<file path="src/rtl/pt100_uart_pkg.sv">
`default_nettype none
`timescale 1ns/1ps
// ============================================================================
// Module   : pt100_uart_pkg
// Brief    : Shared constants, baud increment helper and TX state type for
//            the PT100 ADC serial link.
// Revision : 1.0 - initial release
// ============================================================================
package pt100_uart_pkg;

    localparam int CLK_HZ_DEF    = 50_000_000;
    localparam int BAUD_DEF      = 9600;
    localparam int ACC_WIDTH_DEF = 20;

    // Marks the high byte so the receiver can resynchronise on word order.
    localparam logic MSB_FLAG  = 1'b1;
    localparam int   LSB_WIDTH = 3;

    typedef enum logic [2:0] {
        S_IDLE  = 3'd0,
        S_START = 3'd1,
        S_DATA  = 3'd2,
        S_STOP1 = 3'd3,
        S_STOP2 = 3'd4,
        S_GAP   = 3'd5
    } tx_state_t;

    // round(baud * 2^acc_width / clk_hz)
    function automatic int baud_inc(input int clk_hz, input int baud, input int acc_width);
        longint num;
        num = longint'(baud) * (longint'(1) << acc_width);
        return int'((2 * num + longint'(clk_hz)) / (2 * longint'(clk_hz)));
    endfunction

endpackage
`default_nettype wire

</file>
<file path="src/rtl/pt100_baud_tick.sv">
`default_nettype none
`timescale 1ns/1ps
// ============================================================================
// Module   : pt100_baud_tick
// Brief    : Fractional phase accumulator producing a one-cycle baud enable.
// Revision : 1.0 - initial release
// ============================================================================
module pt100_baud_tick
    import pt100_uart_pkg::*;
#(
    parameter int ACC_WIDTH  = ACC_WIDTH_DEF,
    parameter int BAUD_INC   = 201,
    parameter int OVERSAMPLE = 1
) (
    input  logic clk,
    input  logic reset,
    input  logic clr,
    output logic tick
);

    localparam logic [ACC_WIDTH:0] C_INC = (ACC_WIDTH+1)'(BAUD_INC * OVERSAMPLE);

    logic [ACC_WIDTH-1:0] r_acc;
    logic [ACC_WIDTH:0]   w_sum;

    assign w_sum = {1'b0, r_acc} + C_INC;
    // Carry of the pending add is the tick, so the first period after clr is full length.
    assign tick  = w_sum[ACC_WIDTH] & ~clr;

    always_ff @(posedge clk or posedge reset) begin
        if (reset) begin
            r_acc <= '0;
        end else if (clr) begin
            r_acc <= '0;
        end else begin
            r_acc <= w_sum[ACC_WIDTH-1:0];
        end
    end

endmodule
`default_nettype wire

</file>
<file path="src/rtl/pt100_adc_uart_tx.sv">
`default_nettype none
`timescale 1ns/1ps
// ============================================================================
// Module   : pt100_adc_uart_tx
// Brief    : Sends a 10-bit ADC sample as two 8N2 UART frames, high byte first.
// Revision : 1.0 - initial release
// ============================================================================
module pt100_adc_uart_tx
    import pt100_uart_pkg::*;
#(
    parameter int CLK_HZ    = CLK_HZ_DEF,
    parameter int BAUD      = BAUD_DEF,
    parameter int ACC_WIDTH = ACC_WIDTH_DEF,
    parameter int BAUD_INC  = baud_inc(CLK_HZ, BAUD, ACC_WIDTH),
    parameter int GAP_BITS  = 0
) (
    input  logic       clk,
    input  logic       reset,
    input  logic [9:0] sample_i,
    input  logic       valid_i,
    output logic       ready_o,
    output logic       tx_o,
    output logic       busy_o,
    output logic       done_o
);

    localparam logic       C_HAS_GAP  = (GAP_BITS > 0);
    localparam logic [3:0] C_GAP_LAST = 4'(GAP_BITS - 1);

    tx_state_t            r_state;
    logic [7:0]           r_shift;
    logic [2:0]           r_bit_cnt;
    logic                 r_byte_idx;
    logic [LSB_WIDTH-1:0] r_lsb;
    logic [3:0]           r_gap_cnt;
    logic                 w_accept;
    logic                 w_tick;

    assign w_accept = (r_state == S_IDLE) && valid_i && ready_o;

    pt100_baud_tick #(
        .ACC_WIDTH  (ACC_WIDTH),
        .BAUD_INC   (BAUD_INC),
        .OVERSAMPLE (1)
    ) u_baud_tick (
        .clk   (clk),
        .reset (reset),
        .clr   (w_accept),
        .tick  (w_tick)
    );

    always_ff @(posedge clk or posedge reset) begin
        if (reset) begin
            r_state    <= S_IDLE;
            r_shift    <= '0;
            r_bit_cnt  <= '0;
            r_byte_idx <= 1'b0;
            r_lsb      <= '0;
            r_gap_cnt  <= '0;
            tx_o       <= 1'b1;
            ready_o    <= 1'b0;
            busy_o     <= 1'b0;
            done_o     <= 1'b0;
        end else begin
            done_o <= 1'b0;
            case (r_state)
                S_IDLE: begin
                    ready_o <= 1'b1;
                    if (w_accept) begin
                        r_shift    <= {MSB_FLAG, sample_i[9:LSB_WIDTH]};
                        r_lsb      <= sample_i[LSB_WIDTH-1:0];
                        r_byte_idx <= 1'b0;
                        ready_o    <= 1'b0;
                        busy_o     <= 1'b1;
                        tx_o       <= 1'b0;
                        r_state    <= S_START;
                    end
                end
                S_START: begin
                    if (w_tick) begin
                        r_bit_cnt <= '0;
                        tx_o      <= r_shift[0];
                        r_state   <= S_DATA;
                    end
                end
                S_DATA: begin
                    if (w_tick) begin
                        if (r_bit_cnt == 3'd7) begin
                            tx_o    <= 1'b1;
                            r_state <= S_STOP1;
                        end else begin
                            r_shift   <= r_shift >> 1;
                            tx_o      <= r_shift[1];
                            r_bit_cnt <= r_bit_cnt + 3'd1;
                        end
                    end
                end
                S_STOP1: begin
                    if (w_tick) begin
                        r_state <= S_STOP2;
                    end
                end
                S_STOP2: begin
                    if (w_tick) begin
                        if (!r_byte_idx) begin
                            r_byte_idx <= 1'b1;
                            r_shift    <= {{(8-LSB_WIDTH){1'b0}}, r_lsb};
                            if (C_HAS_GAP) begin
                                r_gap_cnt <= '0;
                                r_state   <= S_GAP;
                            end else begin
                                tx_o    <= 1'b0;
                                r_state <= S_START;
                            end
                        end else begin
                            done_o  <= 1'b1;
                            ready_o <= 1'b1;
                            busy_o  <= 1'b0;
                            r_state <= S_IDLE;
                        end
                    end
                end
                S_GAP: begin
                    if (w_tick) begin
                        if (r_gap_cnt == C_GAP_LAST) begin
                            tx_o    <= 1'b0;
                            r_state <= S_START;
                        end else begin
                            r_gap_cnt <= r_gap_cnt + 4'd1;
                        end
                    end
                end
                default: begin
                    tx_o    <= 1'b1;
                    r_state <= S_IDLE;
                end
            endcase
        end
    end

endmodule
`default_nettype wire

</file>
<file path="config.mk">
export PLATFORM = sky130hd
export DESIGN_NAME = pt100_adc_uart_tx
export DESIGN_NICKNAME = d
export VERILOG_FILES = /design/src/rtl/pt100_uart_pkg.sv /design/src/rtl/pt100_baud_tick.sv /design/src/rtl/pt100_adc_uart_tx.sv
export SDC_FILE = /design/constraint.sdc
export NUM_CORES = 1
export LEC_CHECK = 0
export ABC_AREA = 1
export CAP_MARGIN = 20
export CORE_AREA = 4 4 67 82
export DETAILED_ROUTE_END_ITERATION = 16
export DIE_AREA = 0 0 71 86
export PLACE_DENSITY = 0.77
export SLEW_MARGIN = 20
export SYNTH_ARGS = -nofsm -noshare
export SYNTH_HDL_FRONTEND = slang
export SYNTH_SLANG_ARGS = --single-unit
</file>
<file path="constraint.sdc">
create_clock -name clk -period 1.69 [get_ports clk]
set_clock_uncertainty 0.1 [all_clocks]
set_input_delay 0.338 -clock clk [delete_from_list [all_inputs] [get_ports clk]]
set_output_delay 0.338 -clock clk [all_outputs]
set_load 0.005 [all_outputs]
</file>
# After elaboration in Yosys (flattened, before gate mapping)
# Index checks and enable logic that the tools add are counted.
dict set report classes {
  n_eq_ne 18
  reduce_logical 15
  n_mux 43
  n_bitwise 4
  add_sub_neg 3
}
# operator count
set ops {}
lappend ops {{$mux 8} 5}
lappend ops {{$mux 3} 11}
lappend ops {{$pmux 8 s3} 1}
lappend ops {{$add 20x8->21 const B} 1}
lappend ops {{$mux 20} 1}
lappend ops {{$mux 1} 19}
lappend ops {{$pmux 3 s6} 1}
lappend ops {{$reduce_and 8->1} 2}
lappend ops {{$ne 2x1->1 const B} 6}
lappend ops {{$ne 2x2->1 const B} 5}
lappend ops {{$eq 3x3->1 const B} 3}
lappend ops {{$reduce_and 3->1} 3}
lappend ops {{$reduce_and 4->1} 2}
lappend ops {{$eq 3x2->1 const B} 2}
lappend ops {{$pmux 1 s2} 3}
lappend ops {{$pmux 1 s6} 1}
lappend ops {{$pmux 3 s2} 1}
lappend ops {{$reduce_and 6->1} 1}
lappend ops {{$add 4x1->4 const B} 1}
lappend ops {{$eq 4x4->1 const B} 1}
lappend ops {{$reduce_bool 2->1} 2}
lappend ops {{$add 3x1->3 const B} 1}
lappend ops {{$eq 3x1->1 const B} 1}
lappend ops {{$logic_not 3->1} 1}
lappend ops {{5 further kinds} 8}
dict set report word_totals {
  elab_cells 94
  reg_bits 46
}

# Longest topological paths before layout
dict set report depth {
  word_depth 7
  ltp_mapped 12
}

# Hierarchy
# Synthesis repeated with hierarchy kept, for this count alone.
dict set report unflattened {
  hier_cells 345
  area_unflattened_um2 2626.3
}
# module n_inst area_each_um2 cells_each
set by_module_without_submodules {}
lappend by_module_without_submodules {pt100_adc_uart_tx 1 1505.2 188}
lappend by_module_without_submodules {pt100_baud_tick 1 1121.1 157}

# Least setup slack after synthesis
# OpenSTA, ideal clock, no wires.
dict set report synth_path {
  path_kind {reg2reg}
  from {register u_baud_tick.r_acc[0]}
  to {register r_state[0]}
  stages_incl_launch_ff 11
  slack_ns 0.002
  path_buffers 0
  t_arrival_ns 1.468
  path_cell_list {dfrtp_1 ha_1 nand2_1 nand2_1 nand2_2 a21oi_4 nand2_4 a21oi_1 nand2_2 nand2_1 o21ai_2}
}
dict set report synth_between {
  elab_chain_cells 4
}
# item line_no
set synth_lines {}
lappend synth_lines {{start, declared} pt100_baud_tick.sv:23} ;# logic [ACC_WIDTH-1:0] r_acc;
lappend synth_lines {{start signal, assigned} pt100_baud_tick.sv:36} ;# r_acc <= w_sum[ACC_WIDTH-1:0];
lappend synth_lines {{$add 20x8->21 (*)} pt100_baud_tick.sv:26} ;# assign w_sum = {1'b0, r_acc} + C_INC;
lappend synth_lines {{$and 1x1->1 (*)} pt100_baud_tick.sv:28} ;# assign tick = w_sum[ACC_WIDTH] & ~clr;
lappend synth_lines {{$ne 2x1->1 (no line)} -}
lappend synth_lines {{$reduce_and 8->1 (no line) (*)} -}
lappend synth_lines {{end signal, assigned} pt100_adc_uart_tx.sv:54} ;# r_state <= S_IDLE;
lappend synth_lines {{end signal, assigned} pt100_adc_uart_tx.sv:76} ;# r_state <= S_START;
lappend synth_lines {{end signal, assigned} pt100_adc_uart_tx.sv:83} ;# r_state <= S_DATA;
lappend synth_lines {{end, declared} pt100_adc_uart_tx.sv:30} ;# tx_state_t r_state;
# Mark *: on every way between the ends. The rest lies on a longest branch, timed or not.
# A chain may end at the register's enable or synchronous reset.

# Worst setup path in the final report
# Same ends and word-level chain as after synthesis.

==> impl_metrics.toml <==
[cts]
postCtsHoldBufs = 0
htree_levels = 2
clock-sinks = 46
clkLatencyLatePin_ns = 0.30
cts_tree = "yes"
numCtsBuffers = 5
clkTransAtPathRegs_ns = 0.08
clock_path_buffers = 2
root_buffer = "clkbuf_8"

[critical_path]
reg2reg_depth = 10
cp_slowest_cell = "dfrtp_1"
cpMostUsedCell = "nand2_2"
cp-start-kind = "flip-flop"
critical_path.startpoint = "u_baud_tick.r_acc[0]"
reg2reg_slack_ns = -0.12
crit_type = "flip-flop to flip-flop"
arrival_ns = 1.90
path_cells = "ha_2, nand2_2, nand2_2, nand2_2, a21oi_4, nand2_4, a21oi_1, nand2_2, nand2_1, o21ai_2"
cp-end-kind = "flip-flop"
cp_slowest_stage_delay_ns = 0.37
reg2reg_to = "r_state[0]"
worstReg2RegStart = "u_baud_tick.r_acc[0]"
cp-endpoint = "r_state[0]"
path_max_fanout = 5
crit_required_ns = 1.78

[power_and_ir_drop]
seqPwrFrac_pct = 56.0
switching_power_w = 0.000393
p_per_area_nw_per_um2 = 604
ir_drop_mv = 0.489
clkPwrFrac_pct = 40.7
comb_power_share_pct = 3.3
sw_frac_of_total_pct = 20.1
power.leakage_nw = 1.66
intPower_w = 0.00157

[floorplanning]
die_w_um = 71
rows = 28
start_util_pct = 51.3
io_pins = 17
die_height_um = 86
die_area_sq_um = 6110
core_area_sq_um = 4760

[logic_synthesis]
synth_mux_area_share_pct = 0
yosys_warnings = 0
synth_cells = 294
synth_nets = 311
synth-seq-area-share_pct = 47.2
synth_edf_count = 0
synth_top_family_by_area = "simple AND/OR/NAND/NOR gates"
synth_compound_area_share_pct = 12.3
async_flop_share_pct = 100
synth.distinct_cells = 36
yosysTopAreaCell = "dfrtp_1"
ys_dominant_reg_cell = "dfrtp_1"
yosys.area_share.adder_pct = 2.05
synth-seq-cells = 46
synth_top_area_share_pct = 46.1
synth_area_sq_um = 2440
synth.area.top_cells = "dfrtp_1 46%, nand2_1 11%, nand3_1 4.9%"
synthSimpleGateAreaFrac_pct = 30.5
avgSynthCellArea_sq_um = 8.31
synthXorXnorAreaFrac_pct = 1.43

[status]
violations = "setup timing"
status = "finished, violations left"

[placement]
place_ws_ns = -0.224
numPlacedInstances = 395
gp_congestion = 0.841
dp_hpwl_mm = 3.59
portBuffers = 16

[global_routing]
antenna_found_initial = 0
grt_max_degree = 47
grt_pass1_vias = 2079
track_usage_pct = 17.5
grt_first_pass_wirelength_mm = 8.76
grt-ovfl-total = 0

[sta]
post-route-period-util_pct = 107
fmax_mhz = 551
tightest_slew_ns = 0.384
slew_violations = 0
min_period_ns = 1.81
grt_setup_unrepaired = "yes"
setup_viol = 22
hold_viol = 0
timing.final.ws_setup_ns = -0.125
relSlewSlack_pct = 74.3

[cells_and_area]
final_common_cell = "nand2_1"
nets = 371
layout_common_cells = "62 x nand2_1, 43 x dfrtp_1, 32 x buf_4"
final_cells = 415
fillCellCount = 369
area_growth_pct = 33.0
drive_above_1_share_pct = 30.1
antennaDiodeCount = 0

[detailed_routing]
wirelength_mm = 5.38
num_vias = 2145
drc = 0
wire_per_inst_um = 13.0
vias_per_cell = 5.17
drtAntennaViolNets = 0
first_pass_iters = 4
drtIter0Drc = 131

[flow_run]
drv_cap = 0

[min_path]
worstHoldPathType = "input port to asynchronous set/reset pin"
[power groups by stage]
stage | clock (W) | sequential (W) | combinational [W]
final | 0.000798 | 0.00110 | 0.0000643
after global routing | 0.000863 | 0.00110 | 0.0000722
after CTS | 0.000821 | 0.00110 | 0.0000658
after detailed placement | 0 | 0.00112 | 0.0000652
after global placement | 0 | 0.00112 | 0.0000650
after floorplan | 0 | 0.00112 | 0.0000242
[sequential cells by signal, summed over array words and instances, names as in the netlist]
signal	count
r_lsb	3
done_o	1
tx_o	1
u_baud_tick.r_acc	20
ready_o	1
busy_o	1
r_bit_cnt	3
r_byte_idx	1
r_state	3
r_shift	8
r_gap_cnt	4
[worst max-delay path: cells and delay by family, from the launching register on]
kind                     cells  cell delay (ns)
AO/OA/AOI/OAI                3             0.49
adder cells (fa/ha/maj)      1             0.19
flip-flops                   1             0.37
AND/OR/NAND/NOR              6             0.56
[logic make-up after synthesis]
logic type,Yosys count
DFF,46
and+or+nand+nor,148
buffers and inverters,38
xor gates and xnor gates,4
AOI/OAI and AO/OA,54
adders and majority gates,4
[cell usage after synthesis, types with 3 or more instances]
library cell	instances
nand2_1	73
dfrtp_1	45
inv_1	31
nand3_1	24
o21ai_0	21
a21oi_1	19
nor2_1	15
nor3_1	9
nand2_2	6
ha_1	4
nand2_4	4
nor2_4	4
o21ai_1	4
a31oi_1	3
inv_2	3
nand4_1	3
[worst min-delay path by stage]
stage	start	slack, ns	endpoint
finish	reset	0.27	r_gap_cnt[0]
detailed placement	r_lsb[1]	0.36	r_lsb[1]
global placement	tx_o	0.35	tx_o
CTS	reset	0.29	r_gap_cnt[0]
global route	reset	0.31	r_gap_cnt[0]
floorplan	r_lsb[1]	0.34	r_lsb[1]
[final cells by class]
cell class	count	area [sq um]	share of cell area [%]
Timing Repair Buffer	55	495	15.2
Clock buffer	5	68.8	2.12
Clock inverter	3	40.0	1.23
Sequential cell	46	1150	35.5
Multi-Input combinational cell	211	1270	39.2
Tap cell	60	75.1	2.31
Inverter	34	134	4.12
Timing Repair inverter	1	7.51	0.231
[repair_timing]
| action | 4_1_cts | 5_1_grt |
|---|---|---|
| resized for setup | 4 | 49 |
| buffers inserted | 2 | 8 |
| pin swaps | 2 | 14 |
| cloned | 1 | 1 |
| endpoints found under the setup margin | 17 | 32 |
| endpoints found under the hold margin | 0 | 0 |
[per-stage QoR]
step | total power [W] | util, % | hold WS (ns) | instance area (sq um) | TNS, ns
after global placement | 0.00119 | 60.4 | 0.351 | 2880 | -2.55
after CTS | 0.00199 | 63.3 | 0.287 | 3020 | -0.716
after detailed placement | 0.00119 | 60.4 | 0.361 | 2880 | -3.64
after global routing | 0.00204 | 68.2 | 0.306 | 3250 | -4.24
final | 0.00196 | 68.2 | 0.271 | 3250 | -1.38
after floorplan | 0.00115 | - | 0.342 | 2440 | 0
[metal layers]
| metal | share of wire, % | wire [um] | global-route usage [%] | vias up |
|---|---|---|---|---|
| met5 | 0 | 0 | 0 | - |
| met4 | 0.95 | 51 | 5.81 | 0 |
| met3 | 2.5 | 137 | 3.05 | 6 |
| met2 | 55 | 2950 | 32.1 | 32 |
| met1 | 42 | 2240 | 20.4 | 1014 |
| li1 | - | - | - | 1093 |
No activity file was read; power rests on OpenSTA's default activity.
